File: config.mk
export PLATFORM = sky130hd
export DESIGN_NAME = alu_op_controller
export DESIGN_NICKNAME = d
export VERILOG_FILES = /design/src/rtl/alu_op_controller.sv
export SDC_FILE = /design/constraint.sdc
export NUM_CORES = 1
export LEC_CHECK = 0
export CAP_MARGIN = 20
export CORE_MARGIN = 1
export CORE_UTILIZATION = 38
export DETAILED_ROUTE_END_ITERATION = 10
export PLACE_DENSITY_LB_ADDON = 0.05
export SYNTH_ARGS = -nofsm -noshare
export SYNTH_HDL_FRONTEND = slang
export SYNTH_SLANG_ARGS = --single-unit
File: constraint.sdc
create_clock -name clk -period 2 [get_ports clk]
set_input_delay 0.3 -clock clk [delete_from_list [all_inputs] [get_ports clk]]
set_output_delay 0.3 -clock clk [all_outputs]
set_load 0.02 [all_outputs]
File: src/rtl/alu_op_controller.sv
// Issues one operation at a time to the arith/logic/compare/shift sub-units and holds the captured result.
// Build option ALU_OP_CONTROLLER_PERF_CNT_EN adds saturating op_count/err_count outputs.
module alu_op_controller #(
    parameter int unsigned DATA_W    = 16,
    parameter int unsigned NUM_UNITS = 4
) (
    input  logic                          clk,
    input  logic                          rst,
    input  logic                          op_valid,
    output logic                          op_ready,
    input  logic [DATA_W-1:0]             op_a,
    input  logic [DATA_W-1:0]             op_b,
    input  logic [1:0]                    op_sel,
    input  logic [1:0]                    op_fn,
    output logic [DATA_W-1:0]             unit_a,
    output logic [DATA_W-1:0]             unit_b,
    output logic [1:0]                    unit_fn,
    output logic [NUM_UNITS-1:0]          unit_en,
    input  logic [NUM_UNITS*DATA_W-1:0]   unit_out,
    input  logic [NUM_UNITS-1:0]          unit_flag,
    output logic                          res_valid,
    input  logic                          res_ready,
    output logic [DATA_W-1:0]             res_data,
    output logic                          res_err
`ifdef ALU_OP_CONTROLLER_PERF_CNT_EN
    ,
    output logic [15:0]                   op_count,
    output logic [7:0]                    err_count
`endif
);

    localparam int unsigned SEL_W = 2;
    localparam int unsigned FN_W  = 2;

    typedef enum logic [1:0] {S_IDLE, S_ISSUE, S_WAIT, S_DONE} state_t;

    state_t               state, state_d;
    logic [SEL_W-1:0]     sel_q, sel_d;
    logic                 op_ready_d, res_valid_d, res_err_d;
    logic [NUM_UNITS-1:0] unit_en_d;
    logic [DATA_W-1:0]    unit_a_d, unit_b_d, res_data_d, sel_slice;
    logic [FN_W-1:0]      unit_fn_d;
    logic                 accept, sel_flag;

    assign accept   = op_valid && op_ready;
    assign sel_flag = unit_flag[sel_q];

    // Result slice of the latched sub-unit; other units' outputs and flags are ignored.
    always_comb begin
        sel_slice = '0;
        for (int i = 0; i < int'(NUM_UNITS); i++) begin
            if (SEL_W'(i) == sel_q) sel_slice = unit_out[i*DATA_W +: DATA_W];
        end
    end

    always_ff @(posedge clk or negedge rst) begin
        if (!rst) state <= S_IDLE;
        else      state <= state_d;
    end

    always_comb begin
        state_d = state;
        case (state)
            S_IDLE:  if (accept) state_d = S_ISSUE;
            S_ISSUE: state_d = S_WAIT;
            S_WAIT:  state_d = S_DONE;
            S_DONE:  if (res_ready) state_d = S_IDLE;
        endcase
    end

    // Next values of the registered outputs; the enable pulse is launched on the accept edge.
    always_comb begin
        op_ready_d  = 1'b0;
        unit_en_d   = '0;
        res_valid_d = 1'b0;
        res_data_d  = res_data;
        res_err_d   = res_err;
        unit_a_d    = unit_a;
        unit_b_d    = unit_b;
        unit_fn_d   = unit_fn;
        sel_d       = sel_q;
        case (state)
            S_IDLE: begin
                op_ready_d = !accept;
                if (accept) begin
                    unit_a_d  = op_a;
                    unit_b_d  = op_b;
                    unit_fn_d = op_fn;
                    sel_d     = op_sel;
                    unit_en_d = NUM_UNITS'(1) << op_sel;
                end
            end
            S_ISSUE: ;
            S_WAIT: begin
                res_valid_d = 1'b1;
                res_data_d  = sel_flag ? sel_slice : '0;
                res_err_d   = !sel_flag;
            end
            S_DONE: begin
                res_valid_d = !res_ready;
                op_ready_d  = res_ready;
            end
        endcase
    end

    always_ff @(posedge clk or negedge rst) begin
        if (!rst) begin
            op_ready  <= 1'b1;
            unit_en   <= '0;
            unit_a    <= '0;
            unit_b    <= '0;
            unit_fn   <= '0;
            sel_q     <= '0;
            res_valid <= 1'b0;
            res_data  <= '0;
            res_err   <= 1'b0;
        end else begin
            op_ready  <= op_ready_d;
            unit_en   <= unit_en_d;
            unit_a    <= unit_a_d;
            unit_b    <= unit_b_d;
            unit_fn   <= unit_fn_d;
            sel_q     <= sel_d;
            res_valid <= res_valid_d;
            res_data  <= res_data_d;
            res_err   <= res_err_d;
        end
    end

`ifdef ALU_OP_CONTROLLER_PERF_CNT_EN
    // Saturating completion and error counters, stepped on DONE->IDLE.
    always_ff @(posedge clk or negedge rst) begin
        if (!rst) begin
            op_count  <= '0;
            err_count <= '0;
        end else if (state == S_DONE && res_ready) begin
            if (op_count != 16'hFFFF) op_count <= op_count + 16'd1;
            if (res_err && err_count != 8'hFF) err_count <= err_count + 8'd1;
        end
    end
`endif

endmodule

==> flow_summary.ini, run 1 <==
[floorplanning]
start_util_pct = 39.5
core_area_um2 = 7290
io_pins = 165
die_h_um = 89.1
row_count = 31
die_w_um = 89.1
dieArea_um2 = 7940

[critical_path]
critPathMaxFanout = 4
reg2reg_depth = 4
cp.depth = 1
crit_type = register to primary output
worstPathArrival_ns = 1.49
worst-r2r-setup-slack_ns = 0.30
endpoint = op_ready
slowest_stage = clkdlybuf4s50_1
crit_start = op_ready
critPathCaptureType = primary output
path_cells = clkdlybuf4s50_1
rr_endpoint = res_data[2]
worstPathRequired_ns = 1.70
critical_path.max_stage_delay_ns = 0.61
crit_family = buffers and inverters
critPathLaunchType = register
r2r-start = state[0]
cp.buffers_inverters = 1

[clock_network]
clkSinkCount = 61
path_clk_slew_ns = 0.06
cts_tree = yes
post-cts-setup-buffers = 0
cts_buffers = 9
cts-root-buf = clkbuf_8
clock_latency_ns = 0.33
clockBufferDepth = 2
htreeDepth = 3
post_cts_resized = 0

[synth]
synth-edff-count = 0
synth_compound_area_share_pct = 8.03
synth_area_um2 = 2880
synth-seq-cells = 61
synth-simple-area-share_pct = 6.42
synth_common_cells = dfrtp_1 (60), mux2_2 (37), mux2i_1 (34), nand2b_1 (16), o221ai_2 (11)
synthXorXnorAreaFrac_pct = 0
synth_top_area_cell = dfrtp_1
syn_inst = 202
ys_warn_count = 0
yosys.area.top_type_share_pct = 52.1
synthMuxAreaShare_pct = 27.3
synth.distinct_cells = 24
ys_top_cells_by_area = dfrtp_1 (52%), mux2_2 (14%), mux2i_1 (12%)
syn-num-nets = 314
ys_async_sr_fraction_pct = 100
synth_adder_area_share_pct = 1.74
synth_top_family_by_area = multiplexers
synthFlopType = dfrtp_1
avgSynthCellArea_um2 = 14.3
ys_seq_area_share_pct = 53.0
yosysMostFrequentCell = dfrtp_1

[run]
drv_cap = 0

[sta]
finalHoldViolations = 0
report.final.slew_viol_count = 0
fin_crit_ns = 1.79
setup_viol = 0
max_slew_margin_pct = 65.4
finalSetupTns_ns = 0
grt_setup_unrepaired = false
timing.final.crit_share_pct = 89.4
clock_skew_ns = 0.00457
timing.hold.ws_ns = 0.467
tightestPinTransition_ns = 0.520
max_freq_mhz = 559

[layout]
finalNonFillerCells = 475
nNetsFinal = 483
design_area_um2 = 4790
area.growth.synth_to_final_pct = 66.1
diodes = 0
layout-drive-gt1-share_pct = 19.1

[power_and_ir_drop]
vdd_drop_max_v = 0.000780
power_leakage_nw = 2.00
power_density_nw_per_um2 = 1310

[routing]
totalWireLength_um = 7350
wl_per_cell_um = 15.5
drtIter0Drc = 59
vias_per_cell = 4.82
dr_total_vias = 2289
drc_errors = 0
drtPass1Iterations = 4
ant_nets = 0

[global_routing]
antenna_found_initial = 0
grt_max_degree = 38
track_usage_pct = 18.7
grt_pass1_vias = 2306
overflow = 0
grt_pass1_wl_um = 11100

[placement]
postPlaceCellArea_um2 = 4620
gp_congestion = 0.689
portBuffers = 164
dp_cells = 458
dp_hpwl_um = 5740

[outcome]
outcome = finished, final reports clean

[min_path]
hp-class = input pin to asynchronous set/reset pin
[logic make-up after synthesis]
kind of cell             Yosys count
multiplexers                      73
flip-flops                        61
AND/OR/NAND/NOR                   30
AO/OA/AOI/OAI                     19
buffers and inverters             15
adder cells (fa/ha/maj)            4
[per-stage QoR]
step | setup slack, ns | power (mW) | util (%)
after floorplan | 0.424 | 3.96 | -
after global placement | 0.277 | 5.36 | 63.3
after detailed placement | 0.253 | 5.42 | 63.3
after CTS | 0.188 | 6.37 | 65.7
after global routing | 0.112 | 6.67 | 65.7
final | 0.213 | 6.27 | 65.7
[registers in the layout, indices dropped and copies added (netlist names)]
name / cells
op_ready: 1
unit_en: 4
unit_fn: 2
sel_q: 2
state: 2
res_err: 1
unit_a: 16
unit_b: 16
res_valid: 1
res_data: 16
[worst min path at each step]
stage | startpoint | end | slack, ns | cells past startpoint
final | rst | unit_a[14] | 0.47 | 2
after floorplan | rst | res_data[0] | 0.004 | 0
after global routing | rst | unit_a[14] | 0.50 | 2
after global placement | rst | unit_a[14] | 0.27 | 1
after CTS | rst | unit_a[14] | 0.44 | 2
after detailed placement | rst | unit_a[14] | 0.27 | 1
[cell usage in the layout (no fill, tap or decap)]
master	netlist	routed
clkbuf_8	0	10
buf_12	0	2
clkinv_2	0	2
mux2i_1	34	34
nand2_1	4	4
nor3b_1	1	1
mux2_2	37	37
buf_2	3	1
nor3_1	1	1
nand3_4	1	1
ha_1	4	4
nand3_1	1	1
dfrtp_1	60	59
nor2_1	3	3
and3_1	2	2
nand2b_1	16	16
buf_4	3	3
mux2_4	2	2
o221ai_2	11	11
dlygate4sd3_1	0	1
clkdlybuf4s50_1	0	163
a22oi_1	2	2
a21o_1	1	1
o221ai_1	5	5
nand3b_2	1	1
clkbuf_1	2	4
dfrtp_2	0	1
inv_1	3	3
dfstp_2	1	1
[layout make-up]
class	count	area (um^2)
well taps	99	124
flip-flops and latches	61	1530
multi-input cells	126	1250
repair buffers	170	1710
fillers	582	2500
clock buffers	14	153
inverters	3	11.3
clock inverters	2	10.0
[repair_timing]
item	CTS	global route
hold buffers	1	0
endpoints found under the setup margin	0	0
endpoints found under the hold margin	17	0
[per-layer routing]
| layer | share of wire, % | vias up | GRT usage (%) |
|---|---|---|---|
| met5 | 0 | - | 0 |
| met4 | 1.1 | 0 | 6.06 |
| met3 | 14 | 9 | 8.96 |
| met2 | 47 | 109 | 30.9 |
| met1 | 39 | 1092 | 21.4 |
| li1 | - | 1079 | - |
[power by group]
part	total [mW]	leakage [nW]	switching (mW)	internal, mW
Clock	0.926	0.0844	0.445	0.481
Sequential	2.06	0.772	0.291	1.77
Combinational	3.29	1.14	1.51	1.78
Total	6.27	2.00	2.25	4.02
Note: power is estimated with default switching activity, not from simulation.
==> run 2: changes to the inputs <==
PLACE_DENSITY_LB_ADDON = 0.08   (was 0.05)
==> flow_summary.ini, run 2 (same netlist as run 1, synthesis figures left out) <==
[power_and_ir_drop]
combPwrFrac_pct = 50.1
swShare_pct = 35.3
power.share.sequential_pct = 31.2
power_density_nw_per_um2 = 1350
internal_power_mw = 4.26
vdd_drop_max_v = 0.000783
power_leakage_nw = 2.03
power.share.clock_pct = 18.7
p_total_mw = 6.58
p_switching_mw = 2.32

[floorplanning]
die_h_um = 89.1
dieArea_um2 = 7940
core_area_um2 = 7290
io_pins = 165
start_util_pct = 39.5
row_count = 31
die_w_um = 89.1

[routing]
totalWireLength_um = 7460
drc_errors = 0
drtIter0Drc = 49
drtPass1Iterations = 3
dr_total_vias = 2321
ant_nets = 0
vias_per_cell = 4.87
wl_per_cell_um = 15.6

[global_routing]
antenna_found_initial = 0
grt_pass1_wl_um = 11200
grt_pass1_vias = 2307
grt_max_degree = 38
track_usage_pct = 19.1
overflow = 0

[layout]
design_area_um2 = 4860
top_regs = res_data: 16 flops, unit_a: 16 flops, unit_b: 16 flops
layout-drive-gt1-share_pct = 20.6
finalNonFillerCells = 477
nNetsFinal = 485
diodes = 0
mostFrequentLayoutCell = clkdlybuf4s50_1
layout_common_cells = clkdlybuf4s50_1 (163), dfrtp_1 (59), mux2_2 (37)
area.growth.synth_to_final_pct = 68.7

[clock_network]
ctsHoldBuffers = 1
post-cts-setup-buffers = 0
clock_latency_ns = 0.34
cts_tree = yes
cts-root-buf = clkbuf_8
clkSinkCount = 61
post_cts_resized = 0
htreeDepth = 3
path_clk_slew_ns = 0.08
cts_buffers = 9
clockBufferDepth = 2

[critical_path]
path_cells = clkdlybuf4s50_1
critPathCaptureType = primary output
critPathMaxFanout = 4
worstPathArrival_ns = 1.50
slowest_stage = clkdlybuf4s50_1
crit_family = buffers and inverters
cp.buffers_inverters = 1
crit_type = register to primary output
critical_path.max_stage_delay_ns = 0.60
worstPathRequired_ns = 1.70
critPathLaunchType = register

[sta]
tightestPinTransition_ns = 0.647
fin_ws_ns = 0.197
max_freq_mhz = 555
grt_setup_unrepaired = false
fin_crit_ns = 1.80
clock_skew_ns = 0.00721
finalSetupTns_ns = 0
setup_viol = 0
report.final.slew_viol_count = 0
timing.final.crit_share_pct = 90.2
max_slew_margin_pct = 56.9
finalHoldViolations = 0

[placement]
portBuffers = 164
dp_hpwl_um = 5690
postPlaceCellArea_um2 = 4630
gp_congestion = 0.711
dp_slack_ns = 0.196
dp_cells = 460

[outcome]
outcome = finished, final reports clean

[run]
drv_cap = 0

[min_path]
hp-class = register to register
## run 2: cell count changes in the layout (fill, tap and decap cells not counted)
cell | before | now
inv_6 | 0 | 2
buf_4 | 3 | 5
bufinv_16 | 0 | 2
clkinvlp_4 | 0 | 2
clkinv_2 | 2 | 1
clkbuf_8 | 10 | 9
clkbuf_1 | 4 | 0
## run 2: tightest hold or removal path, delay by kind of cell (launching register included)
| kind | cells | cell delay [ns] |
|---|---|---|
| AOI/OAI and AO/OA | 1 | 0.06 |
| DFF | 1 | 0.34 |
| and+or+nand+nor | 1 | 0.07 |
## run 2: worst paths after layout
check	end	cells past startpoint	from	slack (ns)
setup reg to reg	res_data[0]	4	state[0]	0.23
hold / removal	res_data[7]	2	res_data[7]	0.50
max in group asynchronous	op_ready	3	rst	0.81
setup / recovery	op_ready	1	op_ready	0.20
hold reg to reg	res_data[7]	2	res_data[7]	0.50
min in group asynchronous	unit_a[15]	2	rst	0.52
## run 2: layer usage
metal / GRT usage [%] / wire, um
met3: 6.56 / 812
met2: 30.7 / 3440
met4: 9.09 / 138
met1: 23.2 / 3060
met5: 0 / 0
## run 2: area by class of cell
class	count	area, um^2
Clock buffer	9	124
Clock inverter	7	97.6
Sequential cell	61	1530
Tap cell	99	124
Multi-Input combinational cell	126	1250
Timing Repair Buffer	172	1720
Fill cell	608	2430
Inverter	3	11.3
## run 2: power groups by stage
stage	logic (mW)	clock network, mW	registers [mW]
3_3_place_gp	3.30	0	2.06
2_1_floorplan	1.33	0	2.63
6_report	3.30	1.23	2.05
3_5_place_dp	3.33	0	2.08
4_1_cts	3.34	1.26	2.06
5_1_grt	3.53	1.32	2.13
## run 2: through the flow
step / util (%) / hold WS, ns
3_3_place_gp: 63.5 / 0.363
3_5_place_dp: 63.5 / 0.355
4_1_cts: 66.7 / 0.502
6_report: 66.7 / 0.502
5_1_grt: 66.7 / 0.511
2_1_floorplan: - / 0.00441
